## src/rtl/processor_ctrl_pkg.sv

```systemverilog
// Shared encodings for the stack processor control unit: opcodes, FSM states,
// datapath control field values and the packed control word.
package processor_ctrl_pkg;

  localparam logic [4:0] OP_PUSHI = 5'b00000;
  localparam logic [4:0] OP_ADD   = 5'b00001;
  localparam logic [4:0] OP_SUB   = 5'b00010;
  localparam logic [4:0] OP_AND   = 5'b00011;
  localparam logic [4:0] OP_OR    = 5'b00100;
  localparam logic [4:0] OP_POP   = 5'b00101;
  localparam logic [4:0] OP_BRZ   = 5'b00110;
  localparam logic [4:0] OP_JMP   = 5'b00111;
  localparam logic [4:0] OP_CALL  = 5'b01000;
  localparam logic [4:0] OP_RET   = 5'b01001;
  localparam logic [4:0] OP_HALT  = 5'b11111;

  typedef enum logic [3:0] {
    ST_RST    = 4'd0,
    ST_FETCH  = 4'd1,
    ST_DECODE = 4'd2,
    ST_ODPP   = 4'd3,
    ST_PUSH   = 4'd4,
    ST_EXEC   = 4'd5,
    ST_POP    = 4'd6,
    ST_BRZ    = 4'd7,
    ST_JMP    = 4'd8,
    ST_CALL1  = 4'd9,
    ST_CALL2  = 4'd10,
    ST_RET1   = 4'd11,
    ST_RET2   = 4'd12,
    ST_HALT   = 4'd13,
    ST_TRAP   = 4'd14
  } state_t;

  localparam logic [1:0] PC_SRC_INC = 2'b00;
  localparam logic [1:0] PC_SRC_IMM = 2'b01;
  localparam logic [1:0] PC_SRC_RS  = 2'b10;

  localparam logic [1:0] PTR_HOLD = 2'b00;
  localparam logic [1:0] PTR_INC  = 2'b01;
  localparam logic [1:0] PTR_DEC  = 2'b10;

  localparam logic [1:0] MADDR_PC = 2'b00;
  localparam logic [1:0] MADDR_DP = 2'b01;
  localparam logic [1:0] MADDR_RP = 2'b10;

  localparam logic       MDATA_TR  = 1'b0;
  localparam logic       MDATA_PC1 = 1'b1;

  localparam logic [2:0] TR_SRC_ALU = 3'b001;
  localparam logic [2:0] TR_SRC_IMM = 3'b011;

  localparam logic [2:0] B_SRC_STACK = 3'b000;

  localparam logic [3:0] ALU_ADD = 4'b0001;
  localparam logic [3:0] ALU_SUB = 4'b0010;
  localparam logic [3:0] ALU_AND = 4'b0011;
  localparam logic [3:0] ALU_OR  = 4'b0100;

  typedef struct packed {
    logic [1:0] pc_src;
    logic       pc_enable;
    logic [1:0] rp_inc;
    logic [1:0] dp_inc;
    logic [1:0] mem_addr;
    logic       mem_data;
    logic       mem_write;
    logic       ir_write;
    logic [2:0] tr_src;
    logic       tr_write;
    logic       reg_write;
    logic [2:0] b_src;
    logic       b_write;
    logic       alu_src;
    logic [3:0] alu_op;
    logic       halted;
    logic       trap;
  } ctrl_word_t;

  function automatic logic is_alu_op(input logic [4:0] op);
    return (op == OP_ADD) || (op == OP_SUB) || (op == OP_AND) || (op == OP_OR);
  endfunction

endpackage

```

## src/rtl/ctrl_word_decode.sv

```systemverilog
// Pure combinational decode of the FSM state (plus values captured in DECODE)
// into the datapath control word.
module ctrl_word_decode
  import processor_ctrl_pkg::*;
(
  input  state_t     i_state,
  input  logic       i_is_zero,
  input  logic [3:0] i_alu_op,
  output ctrl_word_t o_cw
);

  always_comb begin
    // Working states keep the B register loading unless they say otherwise.
    o_cw         = '0;
    o_cw.b_write = 1'b1;
    case (i_state)
      ST_RST: o_cw.b_write = 1'b0;
      ST_FETCH: begin
        o_cw.mem_addr  = MADDR_PC;
        o_cw.ir_write  = 1'b1;
        o_cw.pc_src    = PC_SRC_INC;
        o_cw.pc_enable = 1'b1;
      end
      ST_DECODE: o_cw.b_src = B_SRC_STACK;
      ST_ODPP: begin
        o_cw.dp_inc  = PTR_INC;
        o_cw.b_write = 1'b0;
      end
      ST_PUSH: begin
        o_cw.reg_write = 1'b1;
        o_cw.tr_src    = TR_SRC_IMM;
        o_cw.tr_write  = 1'b1;
      end
      ST_EXEC: begin
        o_cw.dp_inc   = PTR_DEC;
        o_cw.tr_src   = TR_SRC_ALU;
        o_cw.tr_write = 1'b1;
        o_cw.alu_src  = 1'b1;
        o_cw.alu_op   = i_alu_op;
      end
      ST_POP: o_cw.dp_inc = PTR_DEC;
      ST_BRZ: begin
        o_cw.dp_inc    = PTR_DEC;
        o_cw.pc_src    = PC_SRC_IMM;
        o_cw.pc_enable = i_is_zero;
      end
      ST_JMP, ST_CALL2: begin
        o_cw.pc_src    = PC_SRC_IMM;
        o_cw.pc_enable = 1'b1;
      end
      ST_CALL1: begin
        o_cw.mem_addr  = MADDR_RP;
        o_cw.mem_data  = MDATA_PC1;
        o_cw.mem_write = 1'b1;
        o_cw.rp_inc    = PTR_INC;
      end
      ST_RET1: o_cw.rp_inc = PTR_DEC;
      ST_RET2: begin
        o_cw.mem_addr  = MADDR_RP;
        o_cw.pc_src    = PC_SRC_RS;
        o_cw.pc_enable = 1'b1;
      end
      ST_HALT: begin
        o_cw.b_write = 1'b0;
        o_cw.halted  = 1'b1;
      end
      ST_TRAP: begin
        o_cw.b_write = 1'b0;
        o_cw.trap    = 1'b1;
      end
      default: o_cw.b_write = 1'b0;
    endcase
  end

endmodule

```

## src/rtl/stack_control_unit.sv

```systemverilog
// Multicycle control FSM for the stack processor; outputs come from the state
// register and values captured in DECODE, so inputs never reach outputs directly.
module stack_control_unit
  import processor_ctrl_pkg::*;
#(
  parameter int OPCODE_W = 5
) (
  input  logic                CLK,
  input  logic                reset_n,
  input  logic [OPCODE_W-1:0] opcode,
  input  logic                isZero,
  input  logic                ovfl,
  output logic [1:0]          pc_src,
  output logic                pc_enable,
  output logic [1:0]          rp_inc,
  output logic [1:0]          dp_inc,
  output logic [1:0]          mem_addr,
  output logic                mem_data,
  output logic                mem_write,
  output logic                ir_write,
  output logic [2:0]          tr_src,
  output logic                tr_write,
  output logic                reg_write,
  output logic [2:0]          b_src,
  output logic                b_write,
  output logic                alu_src,
  output logic [3:0]          alu_op,
  output logic                halted,
  output logic                trap
);

  state_t     r_state;
  state_t     w_state_next;
  logic       r_is_zero;
  logic [3:0] r_alu_op;
  ctrl_word_t w_cw;

  always_ff @(posedge CLK or negedge reset_n) begin
    if (!reset_n) begin
      r_state   <= ST_RST;
      r_is_zero <= 1'b0;
      r_alu_op  <= '0;
    end else begin
      r_state <= w_state_next;
      if (r_state == ST_DECODE) begin
        r_is_zero <= isZero;
        r_alu_op  <= {1'b0, opcode[2:0]};
      end
    end
  end

  always_comb begin
    w_state_next = ST_TRAP;
    case (r_state)
      ST_RST:    w_state_next = ST_FETCH;
      ST_FETCH:  w_state_next = ST_DECODE;
      ST_DECODE: begin
        case (opcode)
          OP_PUSHI:                       w_state_next = ST_ODPP;
          OP_ADD, OP_SUB, OP_AND, OP_OR:  w_state_next = ST_EXEC;
          OP_POP:                         w_state_next = ST_POP;
          OP_BRZ:                         w_state_next = ST_BRZ;
          OP_JMP:                         w_state_next = ST_JMP;
          OP_CALL:                        w_state_next = ST_CALL1;
          OP_RET:                         w_state_next = ST_RET1;
          OP_HALT:                        w_state_next = ST_HALT;
          default:                        w_state_next = ST_TRAP;
        endcase
      end
      ST_ODPP:   w_state_next = ST_PUSH;
      ST_EXEC:   w_state_next = ovfl ? ST_TRAP : ST_FETCH;
      ST_PUSH, ST_POP, ST_BRZ, ST_JMP, ST_CALL2, ST_RET2:
                 w_state_next = ST_FETCH;
      ST_CALL1:  w_state_next = ST_CALL2;
      ST_RET1:   w_state_next = ST_RET2;
      ST_HALT:   w_state_next = ST_HALT;
      ST_TRAP:   w_state_next = ST_TRAP;
      default:   w_state_next = ST_TRAP;
    endcase
  end

  ctrl_word_decode u_decode (
    .i_state   (r_state),
    .i_is_zero (r_is_zero),
    .i_alu_op  (r_alu_op),
    .o_cw      (w_cw)
  );

  assign pc_src    = w_cw.pc_src;
  assign pc_enable = w_cw.pc_enable;
  assign rp_inc    = w_cw.rp_inc;
  assign dp_inc    = w_cw.dp_inc;
  assign mem_addr  = w_cw.mem_addr;
  assign mem_data  = w_cw.mem_data;
  assign mem_write = w_cw.mem_write;
  assign ir_write  = w_cw.ir_write;
  assign tr_src    = w_cw.tr_src;
  assign tr_write  = w_cw.tr_write;
  assign reg_write = w_cw.reg_write;
  assign b_src     = w_cw.b_src;
  assign b_write   = w_cw.b_write;
  assign alu_src   = w_cw.alu_src;
  assign alu_op    = w_cw.alu_op;
  assign halted    = w_cw.halted;
  assign trap      = w_cw.trap;

endmodule

```

## config.mk

```make
export PLATFORM = sky130hd
export DESIGN_NAME = stack_control_unit
export DESIGN_NICKNAME = d
export VERILOG_FILES = /design/src/rtl/processor_ctrl_pkg.sv /design/src/rtl/ctrl_word_decode.sv /design/src/rtl/stack_control_unit.sv
export SDC_FILE = /design/constraint.sdc
export NUM_CORES = 1
export LEC_CHECK = 0
export BUFFER_PORTS_ARGS = -buffer_cell sky130_fd_sc_hd__buf_2
export CAP_MARGIN = 15
export CORE_MARGIN = 1
export CORE_UTILIZATION = 45
export CTS_CLUSTER_DIAMETER = 60
export DETAILED_ROUTE_END_ITERATION = 8
export PLACE_DENSITY = 0.78
export SYNTH_ARGS = -nofsm -noshare
export SYNTH_HDL_FRONTEND = slang
export SYNTH_SLANG_ARGS = --single-unit
```

## constraint.sdc

```tcl
create_clock -name CLK -period 3.1 [get_ports CLK]
set_input_delay 0.31 -clock CLK [delete_from_list [all_inputs] [get_ports CLK]]
set_output_delay 0.31 -clock CLK [all_outputs]
set_load 0.02 [all_outputs]
```

==> metrics.md <==
| Metric | Value |
|---|---|
| WS Path Type | `reg -> out` |
| Die width | `approximately 44 um` |
| R2R Setup Slk | `approximately 1400 ps` |
| Post-CTS Setup Inserts | `0` |
| Final Net Count | `134` |
| WL per Instance | `11.8 um` |
| Tmin final | `1980 ps` |
| NetSw | `0.0526 mW` |
| All-Layer GR Usage | `0.178` |
| Post-DP HPWL | `1260 um` |
| Initial core utilization | `0.506` |
| Non-Filler Instances | `about 140` |
| RSZ-0062 raised after global routing | `false` |
| Sinks on Clock Net | `8` |
| Clk_lat worst skew | `250 ps` |
| Fmax | `505 MHz` |
| Ports | `37` |
| WP buf/inv | `1` |
| Chip Height | `44.1 um` |
| Fillers | `about 150` |
| Leak Pwr | `between 0.4 and 0.5 nW` |
| Grt ovf | `0` |
| Distinct cells, synth | `39` |
| Status | `complete, no violations` |
| WL final | `around 1600 um` |
| Die area | `0.00194 mm2` |
| CTS tree | `built` |
| Share of cells above drive strength 1 | `0.306` |
| Yosys warning total | `0` |
| Detailed-route via count | `750` |
| # setup viols final | `0` |
| Design internal power | `0.163 mW` |
| Clock group share of total power | `0.350` |
| Clock slew at reported path FFs | `50 ps` |
| Pins over their slew limit | `0` |
| Sw Ratio | `0.243` |
| Htree depth | `1` |
| First DRT Iteration DRCs | `16` |
| Crit path cell chain | `nand2b_1 -> nor2_1 -> and2_1 -> buf_2` |
| Num CTS Buffers | `3` |
| CP max stage cell | `dfrtp_1` |
| Cell area after synthesis | `797 um2` |
| Setup_tns | `0 ps` |
| Largest net degree at the start of global routing | `19` |
| Peak VDD IR | `~0.18 mV` |
| Crit path max fanout | `18` |
| Synth Register Bits | `8` |
| First-pass GRT wire length | `2620 um` |
| Final worst-path cycle share | `0.639` |
| DR vias/cell | `5.47` |
| Initial antenna violation count | `0` |
| CP startpoint kind | `flip-flop` |
| Max cap viols | `0` |
| Power per Cell Area | `about 240 mW/mm2` |
| Mapped Cells | `100` |
| Clk buf depth | `2` |
| Syn avg cell area | `7.97 um2` |
| Reg power frac | `0.498` |
| Cell Rows | `14` |
| Port Buffer Count | `30` |
| Cell family with most CP delay | `flip-flops` |
| Critical path required time | `roughly 2800 ps` |
| DRT antenna net count | `0` |
| Crit path arrival time | `about 1700 ps` |
| Core area | `0.00158 mm2` |
| CTS root buffer | `clkbuf_4` |
| P&R area growth vs syn | `13.5%` |
| CP Capture Type | `output pin` |
| Final Hold Viols | `0` |
| Layout Skew | `3.02 ps` |
| Worst path max stage delay | `650 ps` |
| Routability cong. | `0.781` |
| Vias in the first global route | `609` |
| Detailed-route DRC error count | `0` |
| Dpl cells | `133` |
| Hold WC Path Type | `in -> reg` |
| Detailed Routing Iterations Pass 1 | `6` |
| Antenna cells | `0` |
| Seq/Total Area, Yosys | `0.251` |
| Comb pwr share | `0.151` |
## routing by layer
layer  track usage  vias up  wire length (um)
met5             0        -                 0
met4        0.0364        0                 0
met3        0.0490        0                93
met2         0.282       32               791
met1         0.245      341               732
li1              -      377                 -
## flip-flops by register name, indices dropped and copies added (netlist names)
name / cells
r_state: 4
r_is_zero: 1
r_alu_op: 3
## timing repair
item,in CTS,in global routing
hold buffers,1,0
endpoints found under the hold margin,8,0
gates resized for setup,0,0
## area by class of cell
cell class                      count  area (um2)  area share
Clock buffer                        3        22.5      0.0249
Inverter                            3        11.3      0.0124
Multi-Input combinational cell     76         490       0.542
Sequential cell                     8         200       0.221
Tap cell                           16        20.0      0.0221
Timing Repair Buffer               31         160       0.177
## power by group through the flow
stage / sequential [mW] / combinational, mW / clock, mW
after floorplan: 0.109 / 0.0258 / 0
after global placement: 0.109 / 0.0310 / 0
after detailed placement: 0.109 / 0.0320 / 0
after CTS: 0.108 / 0.0329 / 0.0788
after global routing: 0.108 / 0.0363 / 0.0871
final: 0.108 / 0.0327 / 0.0756
## cell usage after synthesis, drive strengths merged
| master | instances | area, um2 |
|---|---|---|
| nor3b | 1 | 7.51 |
| o22ai | 1 | 6.26 |
| nand2 | 5 | 18.8 |
| nand2b | 9 | 56.3 |
| o32ai | 1 | 8.76 |
| a41oi | 1 | 8.76 |
| or3 | 1 | 6.26 |
| nand3 | 3 | 15.0 |
| a2bb2oi | 1 | 8.76 |
| nor2b | 1 | 6.26 |
| inv | 3 | 11.3 |
| a311o | 1 | 10.0 |
| nor4b | 1 | 8.76 |
| nor2 | 11 | 41.3 |
| a21boi | 1 | 7.51 |
| o311ai | 1 | 16.3 |
| buf | 12 | 91.3 |
| a31oi | 1 | 6.26 |
| and3b | 1 | 8.76 |
| maj3 | 1 | 10.0 |
| xnor2 | 1 | 8.76 |
| dfrtp | 8 | 200 |
| nand3b | 1 | 7.51 |
| mux2 | 4 | 56.3 |
| o2bb2ai | 1 | 8.76 |
| o221ai | 1 | 8.76 |
| and2 | 3 | 18.8 |
| and3 | 2 | 12.5 |
| a211oi | 1 | 7.51 |
| conb | 1 | 3.75 |
| o21ai | 2 | 10.0 |
| nor3 | 5 | 25.0 |
| o21bai | 1 | 7.51 |
| a21oi | 4 | 20.0 |
| clkbuf | 6 | 22.5 |
| ha | 2 | 25.0 |
## cells in the final DEF (no fill, tap or decap), drive strengths merged, types with 4 or more instances in the layout
master,netlist,layout
nor3,5,5
nand2,5,5
dfrtp,8,8
nand2b,9,9
conb,1,6
mux2,4,4
buf,12,30
nor2,11,11
a21oi,4,4
## final timing paths
kind	depth (start not counted)	start	endpoint
min in group asynchronous	2	reset_n	r_alu_op[2]
hold / removal	2	isZero	r_is_zero
max in group asynchronous	2	reset_n	r_state[0]
hold reg to reg	1	r_is_zero	r_is_zero
setup reg to reg	3	r_state[0]	r_alu_op[0]
setup / recovery	4	r_state[2]	alu_op[0]
## metrics by stage
step	worst slack [ps]	hold WS [ps]	power, mW	instance area [um2]	util
6_report	1120	277	0.216	905	0.574
5_1_grt	969	277	0.231	905	0.574
4_1_cts	1130	272	0.219	905	0.574
3_5_place_dp	1400	155	0.141	872	0.553
3_3_place_gp	1430	157	0.140	872	0.553
2_1_floorplan	1360	14.4	0.135	816	-
## logic make-up after synthesis
kind of cell | after synthesis | share of synthesized area
buffers and inverters | 21 | 0.157
other | 1 | 0.00471
and+or+nand+nor | 44 | 0.292
xor gates and xnor gates | 1 | 0.0110
AOI/OAI and AO/OA | 18 | 0.170
DFF | 8 | 0.251
adders and majority gates | 3 | 0.0440
muxes | 4 | 0.0706
Power figures use the tool's default switching activity.
